### src/rtl/cordic_vectoring.sv
// cordic_vectoring -- pipelined vectoring-mode CORDIC.
// Turns a Cartesian sample (xin, yin) into a gain-scaled magnitude and a
// binary-angle phase (2^Z_W = one full turn). One sample per clock, no
// backpressure. A sample presented with in_valid emerges STAGES+2 registers
// later: pre-rotation, STAGES micro-rotations, output register.
//
// Ports
//   clock      in   rising-edge clock
//   reset_n    in   asynchronous active-low reset
//   in_valid   in   xin/yin valid this cycle
//   xin, yin   in   signed XY_W-bit Cartesian components
//   out_valid  out  mag/zout updated this cycle
//   mag        out  unsigned XY_W+1 magnitude, K*sqrt(x^2+y^2), K ~= 1.6468
//   zout       out  atan2(yin, xin) in binary angle units (held while idle)
module cordic_vectoring #(
  parameter int XY_W   = 16,
  parameter int Z_W    = 32,
  parameter int STAGES = 16
) (
  input  logic                   clock,
  input  logic                   reset_n,
  input  logic                   in_valid,
  input  logic signed [XY_W-1:0] xin,
  input  logic signed [XY_W-1:0] yin,
  output logic                   out_valid,
  output logic        [XY_W:0]   mag,
  output logic        [Z_W-1:0]  zout
);

  // Two guard bits: one for -(-2^(XY_W-1)) in pre-rotation, one for CORDIC gain.
  localparam int XW = XY_W + 2;

  localparam logic [31:0] ATAN [0:15] = '{
    32'h20000000, 32'h12E4051D, 32'h09FB385B, 32'h051111D4,
    32'h028B0D43, 32'h0145D7E1, 32'h00A2F61E, 32'h00517C55,
    32'h0028BE53, 32'h00145F2F, 32'h000A2F98, 32'h000517CC,
    32'h00028BE6, 32'h000145F3, 32'h0000A2FA, 32'h0000517D
  };

  localparam logic [Z_W-1:0] Z_P90 = {2'b01, {(Z_W-2){1'b0}}};
  localparam logic [Z_W-1:0] Z_M90 = {2'b11, {(Z_W-2){1'b0}}};

  // Table is in 32-bit turns; narrower angle words keep the top bits.
  function automatic logic [Z_W-1:0] atan_z(input int i);
    return Z_W'(ATAN[i] >> (32 - Z_W));
  endfunction

  // Index 0 holds the pre-rotated sample; index i+1 holds the output of stage i.
  logic signed [XW-1:0]  x_q   [0:STAGES];
  logic signed [XW-1:0]  x_d   [0:STAGES];
  logic signed [XW-1:0]  y_q   [0:STAGES];
  logic signed [XW-1:0]  y_d   [0:STAGES];
  logic        [Z_W-1:0] z_q   [0:STAGES];
  logic        [Z_W-1:0] z_d   [0:STAGES];
  logic                  vld_q [0:STAGES];
  logic                  vld_d [0:STAGES];
  logic                  zf_q  [0:STAGES];
  logic                  zf_d  [0:STAGES];

  logic                  out_valid_q, out_valid_d;
  logic        [XY_W:0]  mag_q, mag_d;
  logic        [Z_W-1:0] zout_q, zout_d;

  logic signed [XW-1:0]  xs, ys;

  always_comb begin
    xs = {{2{xin[XY_W-1]}}, xin};
    ys = {{2{yin[XY_W-1]}}, yin};

    // Pre-rotation folds the left half-plane into x >= 0 so the
    // micro-rotations only need to cover +/-99.9 degrees.
    x_d[0]   = xs;
    y_d[0]   = ys;
    z_d[0]   = '0;
    vld_d[0] = in_valid;
    zf_d[0]  = (xin == '0) && (yin == '0);
    if (xin[XY_W-1]) begin
      if (!yin[XY_W-1]) begin
        x_d[0] = ys;
        y_d[0] = -xs;
        z_d[0] = Z_P90;
      end else begin
        x_d[0] = -ys;
        y_d[0] = xs;
        z_d[0] = Z_M90;
      end
    end

    // Drive y toward zero; z accumulates the rotation applied.
    for (int i = 0; i < STAGES; i++) begin
      vld_d[i+1] = vld_q[i];
      zf_d[i+1]  = zf_q[i];
      if (!y_q[i][XW-1]) begin
        x_d[i+1] = x_q[i] + (y_q[i] >>> i);
        y_d[i+1] = y_q[i] - (x_q[i] >>> i);
        z_d[i+1] = z_q[i] + atan_z(i);
      end else begin
        x_d[i+1] = x_q[i] - (y_q[i] >>> i);
        y_d[i+1] = y_q[i] + (x_q[i] >>> i);
        z_d[i+1] = z_q[i] - atan_z(i);
      end
    end

    out_valid_d = vld_q[STAGES];
    mag_d       = mag_q;
    zout_d      = zout_q;
    if (vld_q[STAGES]) begin
      if (zf_q[STAGES]) begin
        mag_d  = '0;
        zout_d = '0;
      end else begin
        // Final x is never negative, so dropping the sign bit is lossless.
        mag_d  = x_q[STAGES][XY_W:0];
        zout_d = z_q[STAGES];
      end
    end
  end

  always_ff @(posedge clock or negedge reset_n) begin
    if (!reset_n) begin
      for (int i = 0; i <= STAGES; i++) begin
        x_q[i]   <= '0;
        y_q[i]   <= '0;
        z_q[i]   <= '0;
        vld_q[i] <= 1'b0;
        zf_q[i]  <= 1'b0;
      end
      out_valid_q <= 1'b0;
      mag_q       <= '0;
      zout_q      <= '0;
    end else begin
      for (int i = 0; i <= STAGES; i++) begin
        x_q[i]   <= x_d[i];
        y_q[i]   <= y_d[i];
        z_q[i]   <= z_d[i];
        vld_q[i] <= vld_d[i];
        zf_q[i]  <= zf_d[i];
      end
      out_valid_q <= out_valid_d;
      mag_q       <= mag_d;
      zout_q      <= zout_d;
    end
  end

  assign out_valid = out_valid_q;
  assign mag       = mag_q;
  assign zout      = zout_q;

endmodule
### config.mk
export PLATFORM = sky130hd
export DESIGN_NAME = cordic_vectoring
export DESIGN_NICKNAME = d
export VERILOG_FILES = /design/src/rtl/cordic_vectoring.sv
export SDC_FILE = /design/constraint.sdc
export NUM_CORES = 2
export LEC_CHECK = 0
export CORE_AREA = 2 2 572 404
export DETAILED_ROUTE_END_ITERATION = 8
export DIE_AREA = 0 0 574 406
export PLACE_DENSITY_LB_ADDON = 0.15
export SLEW_MARGIN = 20
export SYNTH_ARGS = -nofsm -noshare
export SYNTH_HDL_FRONTEND = slang
export SYNTH_SLANG_ARGS = --single-unit
export TNS_END_PERCENT = 100
### constraint.sdc
create_clock -name clock -period 6.7 [get_ports clock]
set_clock_uncertainty 0.05 [all_clocks]
set_input_delay 0.67 -clock clock [delete_from_list [all_inputs] [get_ports clock]]
set_output_delay 0.67 -clock clock [all_outputs]
set_load 0.005 [all_outputs]
# Word-level counts from Yosys, hierarchy flattened
# Index checks and enable logic that the tools add are counted.
dict set report totals {
  reg_bits 1220
  in_bits 35
  out_inout_bits 50
  elab_cells 240
}
dict set report op_classes {
  addsub 95
  muxes 55
  reduce_logical 3
}
# op count
set ops {}
lappend ops {{2-to-1 mux 32 bit} 19}
lappend ops {{2-to-1 mux 18 bit} 33}
lappend ops {{2-to-1 mux 17 bit} 3}
lappend ops {{adder 18 x 10 -> 18 bit} 2}
lappend ops {{adder 18 x 11 -> 18 bit} 2}
lappend ops {{adder 18 x 12 -> 18 bit} 2}
lappend ops {{adder 18 x 13 -> 18 bit} 2}
lappend ops {{adder 18 x 14 -> 18 bit} 2}
lappend ops {{adder 18 x 15 -> 18 bit} 2}
lappend ops {{adder 18 x 16 -> 18 bit} 2}
lappend ops {{adder 18 x 17 -> 18 bit} 2}
lappend ops {{adder 18 x 5 -> 18 bit} 2}
lappend ops {{adder 18 x 6 -> 18 bit} 2}
lappend ops {{adder 18 x 7 -> 18 bit} 2}
lappend ops {{adder 18 x 8 -> 18 bit} 2}
lappend ops {{adder 18 x 9 -> 18 bit} 2}
lappend ops {{negator 16 -> 18 bit} 2}
lappend ops {{subtractor 18 x 10 -> 18 bit} 2}
lappend ops {{subtractor 18 x 11 -> 18 bit} 2}
lappend ops {{subtractor 18 x 12 -> 18 bit} 2}
lappend ops {{subtractor 18 x 13 -> 18 bit} 2}
lappend ops {{subtractor 18 x 14 -> 18 bit} 2}
lappend ops {{subtractor 18 x 15 -> 18 bit} 2}
lappend ops {{subtractor 18 x 16 -> 18 bit} 2}
lappend ops {{48 further kinds} 56}

# Depth between registers and ports, before layout
dict set report logic_depth {
  ltp_word 3
  ltp_mapped 16
  depth_no_buf 16
}

# Least setup slack after synthesis
# OpenSTA, ideal clock, no wires.
dict set report synth_timing {
  kind {reg-to-reg}
  startpoint {register y_q[107] in the netlist's numbering}
  endpoint {register x_q[89] in the netlist's numbering}
  setup_time_ns 0.120
  t_arrival_ns 3.722
  required_time_ns 6.530
  path_slack_ns 2.808
  stages_incl_launch_ff 14
  n_path_buf 2
  synth_period_minus_slack_ns 3.892
  cell_sequence {dfrtp_1 -> clkbuf_1 -> clkbuf_1 -> mux2i_1 -> ha_1 -> nor2b_1 -> o21ai_1 -> a21boi_1 -> o31a_1 -> o41ai_2 -> o22ai_1 -> or4_1 -> a2111o_1 -> o211a_1}
}
# item line_no
set synth_lines {}
lappend synth_lines {{from (decl)} 51} ;# logic signed [XW-1:0] y_q [0:STAGES];
lappend synth_lines {{from (signal, indexed assignment)} 134} ;# y_q[i] <= y_d[i];
lappend synth_lines {{to (signal, indexed assignment)} 133} ;# x_q[i] <= x_d[i];
lappend synth_lines {{to (decl)} 49} ;# logic signed [XW-1:0] x_q [0:STAGES];

==> metrics.md <==
| Metric | Value |
|---|---|
| Synth unique cells | 93 |
| Syn. warnings | 0 |
| DP HPWL | about 160000 um |
| Vias per inst | ~5.2 |
| Die width | 574 um |
| Max_cap viols | 0 |
| Largest cells by area after synthesis | dfrtp_1, ha_1, xnor2_1 |
| CP Cell Sequence | buf_4, mux2i_1, ha_1, nor2b_1, o21ai_1, a21boi_1, o31a_1, o41ai_2, o22ai_1, or4_1, a2111o_1, o211a_1 |
| Fin crit period | between 4 and 5 ns |
| Syn Area/Cell | 9.33 um2 |
| Post-route setup TNS | 0 ns |
| Cell Rows | between 100 and 150 |
| Hold_sp | z_q[193] |
| Hold endpoint | z_q[161] |
| Total GRT Usage | ~18% |
| IO buf count | between 80 and 90 |
| Vias in the first global route | 60000 |
| Nets | between 9000 and 10000 |
| FF-to-FF path depth | 12 |
| Clock Latency Late Sink | 0.77 ns |
| Avg WL per Cell | between 15 and 20 um |
| H-tree level count | 3 |
| Number of synthesized flops with an enable pin | 0 |
| Hold Fails Final Rpt | 0 |
| Area Growth Syn to Fin | 11.1% |
| Worst r2r src | y_q[107] |
| Share of cells above drive strength 1 | under 10% |
| GP Congestion | slightly below 0.9 |
| Clock root buffer | clkbuf_16 |
| R2r endpoint | x_q[89] |
| Die footprint | between 200000 and 250000 um2 |
| Core area | around 230000 um2 |
| Worst relative slew slack | roughly 30% |
| GRT overflow | 0 |
| Main synth FF type | dfrtp_1 |
| Top-area cell type share of the netlist area | approximately a third |
| Clk pin slew, worst setup/hold paths | about 0.060 ns |
| Die H | 406 um |
| ANT nets after route | 0 |
| Clock sink count | 1118 |
| Synthesized area | roughly 80000 um2 |
| Cell with the most instances after synthesis | dfrtp_1 |
| Synth cell count leaders | dfrtp_1, ha_1, a21oi_1 |
| Largest stage delay on the critical path | 0.89 ns |
| FF+latch count, synth | 1118 |
| Final cycle utilization of the critical path | between 60% and 70% |
| I/O pin count | 85 |
| CTS buffer count | 121 |
| Final Slew Violations | 0 |
| # hold bufs at CTS | 1 |
| Max Freq | between 200 and 250 MHz |
| Hold path depth | 0 |
| Min-delay worst type | flop to flop |
| Vias post-DR | 61200 |
| Post-cts sizing count | 0 |
| CTS tree | yes |
| Post-Route WL | ~210000 um |
| Startpoint Class | flop |
| Outcome | completed |
| Initial DRC count | around 4300 |
| Crit path arrival time | 4.82 ns |
| Crit path kind | flop to flop |
| First-pass GRT wire length | approximately 330000 um |
| Setup violators final | 0 |
| Worst-path maximum fanout | 26 |
| Post-CTS setup buffers | 0 |
| Sequential fraction of the synthesis area | between 30% and 40% |
| CP max stage cell | dfrtp_1 |
| Synth Instances | 8496 |
| # DRC | 0 |
| RSZ-0062 raised after global routing | no |
| Post-synth ARST share | 100% |
| Slew at the pin closest to its max-slew limit | 1.05 ns |
| Worst setup EP type | flop |
| CTS Buffer Depth | 3 |
| Dominant cell type by area after synthesis | dfrtp_1 |
| R2r setup slk | between 2 and 2.5 ns |
| Initial Util | 34.8% |
| Largest net degree at the start of global routing | ~170 |
| Drt first pass iters | 5 |
| Fin util | 38.6% |
| WP data required | approximately 7.3 ns |
| Initial antenna violation count | 3 |
-- registers in the layout, indices dropped and copies added, names as in the netlist --
name         flops
mag             17
zf_d            16
zout            32
out_valid_d      1
z_q            458
out_valid        1
zf_q             1
x_q            303
vld_d           16
y_q            273
-- per-layer routing --
layer  share of wire [%]  track usage (%)
met1                  53             27.7
met2                  40             25.6
met3                 4.4             2.20
met4                 1.7             3.47
met5                   0                0
-- cells in the final DEF (no fill, tap or decap), types with 35 or more instances in the layout --
cell,synthesis,final
nand3b_1,64,64
o21bai_1,130,130
dfrtp_1,1118,1116
nand4_1,41,41
a31oi_1,86,86
and2_1,41,41
o31ai_1,47,47
xnor2_1,748,748
a211oi_1,56,56
and3_1,106,106
nor4_1,35,35
nand2b_1,100,100
nor3_1,284,284
a21o_1,315,315
nand2_1,416,416
nand3_1,169,169
o211ai_1,51,51
a21oi_1,793,793
inv_1,468,468
o21a_1,112,112
or3_1,54,54
nor2_1,787,787
clkbuf_16,0,121
o21ai_0,394,394
xor2_1,324,324
nor2b_1,130,130
buf_4,0,38
fa_1,46,46
clkdlybuf4s50_1,0,82
ha_1,981,981
-- worst max-delay path, delay by kind of cell (launching register included) --
kind                     cells  cell delay [ns]
flip-flops                   1             0.89
buffers and inverters        1             0.42
AO/OA/AOI/OAI                7             1.53
multiplexers                 1             0.34
AND/OR/NAND/NOR              2             0.57
adder cells (fa/ha/maj)      1             0.28
-- stage by stage --
stage | std cells | setup slack, ns | cell area [um2] | hold WS [ns]
after floorplan | 8497 | 2.81 | 79200 | 0.281
after global placement | 11500 | 2.49 | 83800 | 0.281
after detailed placement | 11500 | 2.48 | 83800 | 0.285
after CTS | 11800 | 2.47 | 88000 | 0.223
after global routing | 11800 | 2.12 | 88000 | 0.231
final | 11800 | 2.49 | 88000 | 0.289
-- kinds of logic (layout without fill, tap and decap cells) --
kind of cell | Yosys count | after routing | synth area share, %
AO/OA/AOI/OAI | 2299 | 2299 | 18.5
adder cells (fa/ha/maj) | 1027 | 1027 | 16.7
multiplexers | 41 | 41 | 0.546
AND/OR/NAND/NOR | 2337 | 2337 | 14.3
buffers and inverters | 600 | 819 | 2.85
flip-flops | 1118 | 1118 | 35.3
other | 2 | 4 | 0.00948
XOR/XNOR | 1072 | 1072 | 11.8
-- layout make-up --
cell class | count | area [um2]
tap | 3054 | 3820
inverter | 471 | 1770
clock inverter | 70 | 917
multi-input combinational | 6779 | 49000
timing repair buffer | 128 | 1240
fill | 22800 | 140000
antenna | 1 | 2.50
sequential | 1118 | 28000
clock buffer | 150 | 3270
-- worst max path at each step --
stage	from	to	slack, ns
after floorplan	y_q[107]	x_q[89]	2.81
after global placement	y_q[107]	x_q[89]	2.49
after detailed placement	y_q[107]	x_q[89]	2.48
after CTS	y_q[107]	x_q[89]	2.47
after global routing	x_q[237]	y_q[233]	2.12
final	y_q[107]	x_q[89]	2.49
Power is left out: the tool's default activity adds up to more than one toggle a clock period on the data nets, which glitch-free logic cannot reach.
